File: src/rtl/syst_feeder.sv
// Operand feeder for a 4x4 systolic array: holds A/B, streams skewed west rows and north columns.
// Build option FEEDER_DBUF_EN: double-buffered operand store (write bank / read bank swap on start).
module syst_feeder (
    input  logic        clk,
    input  logic        rst,
    input  logic        wr_en,
    input  logic        wr_sel,
    input  logic [3:0]  wr_addr,
    input  logic [15:0] wr_data,
    input  logic        start,
    output logic [15:0] w_row0,
    output logic [15:0] w_row1,
    output logic [15:0] w_row2,
    output logic [15:0] w_row3,
    output logic [15:0] n_col0,
    output logic [15:0] n_col1,
    output logic [15:0] n_col2,
    output logic [15:0] n_col3,
    output logic        arr_clr,
    output logic        busy,
    output logic        done
);
    localparam int LANES  = 4;
    localparam int T_LAST = 9;

    typedef enum logic [1:0] {IDLE, CLEAR, STREAM, DONE} state_t;

    state_t                       state;
    logic [3:0]                   t;
    logic [LANES-1:0][15:0]       w_q, n_q, w_nxt, n_nxt;
    logic [15:0][15:0]            rd_a, rd_b;
    logic [3:0]                   tt;
    logic                         go;

    assign go = (state == IDLE) && start;

`ifdef FEEDER_DBUF_EN
    logic [1:0][15:0][15:0] a_mem, b_mem;
    logic                   wb, rb;

    // A write coincident with an accepted start lands in the old wb, which becomes rb.
    always_ff @(posedge clk or posedge rst) begin
        if (rst) begin
            a_mem <= '0;
            b_mem <= '0;
            wb    <= 1'b0;
            rb    <= 1'b0;
        end else begin
            if (wr_en) begin
                if (wr_sel) b_mem[wb][wr_addr] <= wr_data;
                else        a_mem[wb][wr_addr] <= wr_data;
            end
            if (go) begin
                rb <= wb;
                wb <= ~wb;
            end
        end
    end

    assign rd_a = a_mem[rb];
    assign rd_b = b_mem[rb];
`else
    logic [15:0][15:0] a_mem, b_mem;

    always_ff @(posedge clk or posedge rst) begin
        if (rst) begin
            a_mem <= '0;
            b_mem <= '0;
        end else if (wr_en && state == IDLE) begin
            if (wr_sel) b_mem[wr_addr] <= wr_data;
            else        a_mem[wr_addr] <= wr_data;
        end
    end

    assign rd_a = a_mem;
    assign rd_b = b_mem;
`endif

    // Lane values for the step about to be registered; lane i is skewed by i cycles.
    always_comb begin
        w_nxt = '0;
        n_nxt = '0;
        tt    = (state == STREAM) ? t + 4'd1 : 4'd0;
        for (int i = 0; i < LANES; i++) begin
            int k;
            k = int'(tt) - i;
            if (k >= 0 && k <= 3) begin
                w_nxt[i] = rd_a[4'(i * 4 + k)];
                n_nxt[i] = rd_b[4'(k * 4 + i)];
            end
        end
    end

    always_ff @(posedge clk or posedge rst) begin
        if (rst) begin
            state   <= IDLE;
            t       <= 4'd0;
            w_q     <= '0;
            n_q     <= '0;
            arr_clr <= 1'b0;
            busy    <= 1'b0;
            done    <= 1'b0;
        end else begin
            arr_clr <= 1'b0;
            done    <= 1'b0;
            w_q     <= '0;
            n_q     <= '0;
            case (state)
                IDLE: if (go) begin
                    state   <= CLEAR;
                    arr_clr <= 1'b1;
                    busy    <= 1'b1;
                end
                CLEAR: begin
                    state <= STREAM;
                    t     <= 4'd0;
                    w_q   <= w_nxt;
                    n_q   <= n_nxt;
                end
                STREAM: begin
                    if (t == 4'(T_LAST)) begin
                        state <= DONE;
                        done  <= 1'b1;
                        t     <= 4'd0;
                    end else begin
                        t   <= t + 4'd1;
                        w_q <= w_nxt;
                        n_q <= n_nxt;
                    end
                end
                DONE: begin
                    state <= IDLE;
                    busy  <= 1'b0;
                end
                default: state <= IDLE;
            endcase
        end
    end

    assign w_row0 = w_q[0];
    assign w_row1 = w_q[1];
    assign w_row2 = w_q[2];
    assign w_row3 = w_q[3];
    assign n_col0 = n_q[0];
    assign n_col1 = n_q[1];
    assign n_col2 = n_q[2];
    assign n_col3 = n_q[3];
endmodule

File: config.mk
export PLATFORM = sky130hd
export DESIGN_NAME = syst_feeder
export DESIGN_NICKNAME = d
export VERILOG_FILES = /design/src/rtl/syst_feeder.sv
export SDC_FILE = /design/constraint.sdc
export NUM_CORES = 1
export LEC_CHECK = 0
export ABC_AREA = 1
export CAP_MARGIN = 10
export CORE_MARGIN = 2
export CORE_UTILIZATION = 54
export DETAILED_ROUTE_END_ITERATION = 8
export PLACE_DENSITY = 0.76
export SETUP_SLACK_MARGIN = 0.5
export SLEW_MARGIN = 20
export SYNTH_ARGS = -nofsm -noshare
export SYNTH_HDL_FRONTEND = slang
export SYNTH_SLANG_ARGS = --single-unit
File: constraint.sdc
create_clock -name clk -period 21.3 [get_ports clk]
set_input_delay 3.195 -clock clk [delete_from_list [all_inputs] [get_ports clk]]
set_output_delay 3.195 -clock clk [all_outputs]
set_load 0.03 [all_outputs]
# Word-level counts from Yosys, hierarchy flattened
# Cells that the tools add are included.
[op_classes]
add_sub_neg = 10
n_lt_le_gt_ge = 18
eq_ne = 6
mux = 52
bitwise_logic = 1
reduce_logical = 14
[ops]
columns = ["operator", "count"]
rows = [
  ["$bwmux 256", 2],
  ["$bmux 16 s4", 7],
  ["$mux 16", 25],
  ["$pmux 64 s2", 2],
  ["$mux 64", 2],
  ["$demux 16 s4", 1],
  ["$lt 4x6->1 const B", 8],
  ["$bmux 16 s2", 1],
  ["$ge 5x1->1 const B", 3],
  ["$le 5x3->1 const B", 3],
  ["$sub 4x2->5 const B", 2],
  ["$add 4x3->4 const B", 2],
  ["$add 4x4->4 const A", 2],
  ["$ge 4x1->1 const B", 2],
  ["$mux 4", 2],
  ["$pmux 2 s4", 1],
  ["$pmux 4 s2", 1],
  ["$reduce_and 2->1", 4],
  ["$logic_and 1x1->1", 7],
  ["$lt 4x5->1 const B", 1],
  ["$mux 1", 5],
  ["$sub 4x1->5 const B", 1],
  ["$add 3x4->4 const A", 1],
  ["$add 4x1->4 const B", 1],
  ["other kinds (12)", 15],
]
[totals]
regBits = 649
inputBits = 25
output_inout_bits = 131
wordCells = 146

# Longest topological paths before layout
[depth]
word_depth = 10
ltp_mapped = 17
depth_no_buf = 13

# Least setup slack after synthesis
# Ideal clock, no wire load.
[synth_path]
path_kind = "input port to flip-flop"
start = "input port wr_addr[1]"
end = "register b_mem[100] in the netlist's numbering"
setup_ns = 0.133
arrival_time_ns = 4.060
t_required_ns = 21.167
slack_ns = 17.107
stages = 7
path_buffers = 1
path_cell_list = "inv_1 > or2_1 > nor2_1 > nand2_1 > clkbuf_1 > nand2_1 > o21ai_0"
[synth_via]
elab_chain_len = 5
word_cells_on_any_way = 6
classes_between = "order compare: 2; mux: 3; reduce/logical: 1"
[synth_lines]
columns = ["element", "line_no", "rtl"]
rows = [
  ["start, declared", "8", "input logic [3:0] wr_addr,"],
  ["$lt 4x5->1 (implied by the code) / $ge 4x1->1 (equally long branches)", "70", "if (wr_sel) b_mem[wr_addr] <= wr_data;"],
  ["$logic_and 1x1->1 (implied by the code)", "70", ""],
  ["$mux 16 (implied by the code)", "70", ""],
  ["$demux 16 s4 *", "70", ""],
  ["$bwmux 256 *", "70", ""],
  ["end signal, assigned by index", "70", ""],
  ["end, declared", "63", "logic [15:0][15:0] a_mem, b_mem;"],
]
# Every way passes the cells marked *; elsewhere a longest branch is shown, timed or not.
# A chain may end at the register's enable or synchronous reset.

==> results.sh <==
export IMPL_tritoncts="built"
export IMPL_pre_cts_slack_ns=13.99
export IMPL_timing_rr_start="state[0]"
export IMPL_cts_made_buffers=66
export IMPL_netlist_instances=3094
export IMPL_synthDominantCellAreaShare_pct=60.0
export IMPL_min_period_ns=6.13
export IMPL_htreeDepth=3
export IMPL_tns_ns=0
export IMPL_grt_max_degree=189
export IMPL_critical_path_class="in -> async"
export IMPL_async_flop_share_pct=100
export IMPL_syn_cell_area_um2=27000
export IMPL_cts_resized_gates=0
export IMPL_synthTopCellsByArea="dfrtp_1, o21ai_0, nand2_1, nor2_1, clkbuf_1"
export IMPL_track_usage_pct=26.8
export IMPL_ioPinCount=156
export IMPL_design_die_area_um2=51900
export IMPL_syn_num_nets=3132
export IMPL_power_per_cell_area_nw_per_um2=123
export IMPL_synth_edf_count=0
export IMPL_fp_dieH_um=228
export IMPL_layout_drive_gt1_share_pct=5.18
export IMPL_leakage_nw=14.0
export IMPL_synth_area_per_cell_um2=8.74
export IMPL_fin_nets=3134
export IMPL_cp_max_fo=88
export IMPL_r2r_end="w_row2[6]"
export IMPL_grt_pass1_wl_um=111000
export IMPL_cp_arrival_ns=6.77
export IMPL_row_count=82
export IMPL_root_buffer="clkbuf_16"
export IMPL_fin_util_pct=61.8
export IMPL_hold_end="b_mem[71]"
export IMPL_grt_pass1_vias=20800
export IMPL_viasPerCell=5.64
export IMPL_clock_skew_ns=0.0254
export IMPL_finalMaxSlewViolations=0
export IMPL_setup_slack_ns=15.17
export IMPL_ant_nets=0
export IMPL_status="finished clean"
export IMPL_drt_total_wl_um=69100
export IMPL_place_gp_congestion=0.826
export IMPL_slew_headroom_pct=20.2
export IMPL_cts_sinks=649
export IMPL_wl_per_cell_um=18.1
export IMPL_setup_viol=0
export IMPL_fin_crit_sh_pct=28.8
export IMPL_mostFrequentLayoutCells="nand2_1, o21ai_0, dfrtp_1"
export IMPL_final_common_cell="nand2_1"
export IMPL_yosysUniqueCellTypes=27
export IMPL_drt_iter0_drc=2385
export IMPL_vdd_drop_max_uv=60.2
export IMPL_min_delay_start="b_mem[71]"
export IMPL_port_buffers=155
export IMPL_finalHoldViolCount=0
export IMPL_postCtsSetupRepairBufs=0
export IMPL_fmax_mhz=163
export IMPL_reg2regPathDepth=13
export IMPL_rsz0062_at_grt="no"
export IMPL_ys_flop_type="dfrtp_1"
export IMPL_clk_latency_ns=0.60
export IMPL_yosysWarnings=0
export IMPL_startpoint_type="primary input"
export IMPL_area_growth_pct=13.6
export IMPL_die_w_um=228
export IMPL_coreArea_um2=49800
export IMPL_tightest_slew_ns=1.20
export IMPL_synth_top_area_cell="dfrtp_1"
export IMPL_dp_hpwl_um=40400
export IMPL_route_detailed_drc=0
export IMPL_vias=21500
export IMPL_firstDrtPassIters=6
export IMPL_end_kind="async pin"
export IMPL_cap_violations=0
export IMPL_start_util_pct=54.4
export IMPL_rrSetupSlack_ns=16.66
export IMPL_hold_depth=2
export IMPL_clockBufferDepth=3
export IMPL_clk_pin_slew_ns=0.06
export IMPL_hold_class="reg -> reg"
export IMPL_synth_seq_cells=649
export IMPL_antennaDiodeCount=0
export IMPL_antenna_found_initial=0
export IMPL_seq_area_frac_synth_pct=60.0
export IMPL_cts_hold_buffers_added=0
export IMPL_overflow=0
export IMPL_required_ns=21.94
-- sequential cells by signal (all words and copies together), names as in the netlist, 2 cells and up --
| name | count |
|---|---|
| w_row2 | 16 |
| w_row1 | 16 |
| n_col1 | 16 |
| n_col2 | 16 |
| a_mem | 256 |
| w_row0 | 16 |
| n_col0 | 16 |
| t | 4 |
| n_col3 | 16 |
| b_mem | 256 |
| state | 2 |
| w_row3 | 16 |
-- per-layer routing --
metal | wire [um] | share of wire, % | GRT usage [%]
met2 | 32500 | 47 | 42.9
met4 | 2290 | 3.3 | 11.0
met3 | 5310 | 7.7 | 4.75
met1 | 29000 | 42 | 36.5
met5 | 0 | 0 | 0
-- worst max-delay path, stage by stage --
cell	delay (ns)
clkdlybuf4s50_1	0.47
clkinvlp_4	0.68
buf_4	0.82
buf_4	0.80
buf_6	0.70
-- cell usage after synthesis, drive strengths merged, types with 4 or more instances --
| library cell | instances |
|---|---|
| nand2 | 867 |
| o21ai | 676 |
| dfrtp | 649 |
| nor2 | 282 |
| clkbuf | 169 |
| inv | 145 |
| nand3 | 106 |
| buf | 74 |
| o22ai | 50 |
| a21oi | 31 |
| o211ai | 14 |
| ha | 13 |
| o22a | 10 |
| nand4 | 4 |
-- cell families after synthesis --
family	count (synthesis)	share of synthesized area [%]
AO/OA/AOI/OAI	781	14.9
adder cells (fa/ha/maj)	13	0.601
flip-flops	649	60.0
AND/OR/NAND/NOR	1263	18.4
buffers and inverters	388	5.98
-- how the worst max path moves through the flow --
stage,startpoint,cells past startpoint,slack (ns),endpoint
after detailed placement,rst,5,13.99,b_mem[161]
final,rst,5,15.17,b_mem[214]
after global routing,rst,5,14.58,b_mem[183]
after global placement,rst,5,14.13,b_mem[161]
after CTS,rst,5,14.60,b_mem[186]
after floorplan,rst,1,9.24,a_mem[0]
-- metrics by stage --
step                      power [mW]  instances  instance area, um^2  hold WS [ns]
after floorplan                 2.31       3094                27100         0.448
after global placement          2.58       3700                28600         0.460
after detailed placement        2.63       3700                28600         0.467
after CTS                       3.79       3817                30700         0.482
after global routing            3.99       3817                30700         0.499
final                           3.78       3817                30700         0.479
-- final cells by class --
cell class / instances / area [um^2]
Inverter: 145 / 548
Tap cell: 672 / 841
Fill cell: 4006 / 19000
Timing Repair Buffer: 177 / 1730
Multi-Input combinational cell: 2057 / 9210
Clock inverter: 15 / 163
Sequential cell: 649 / 16200
Clock buffer: 102 / 1990
-- power by group --
| part | internal [mW] | total [mW] | switching [mW] |
|---|---|---|---|
| clock network | 0.681 | 1.15 | 0.472 |
| logic | 0.329 | 1.06 | 0.733 |
| registers | 1.45 | 1.56 | 0.108 |
Power figures use the tool's default switching activity.
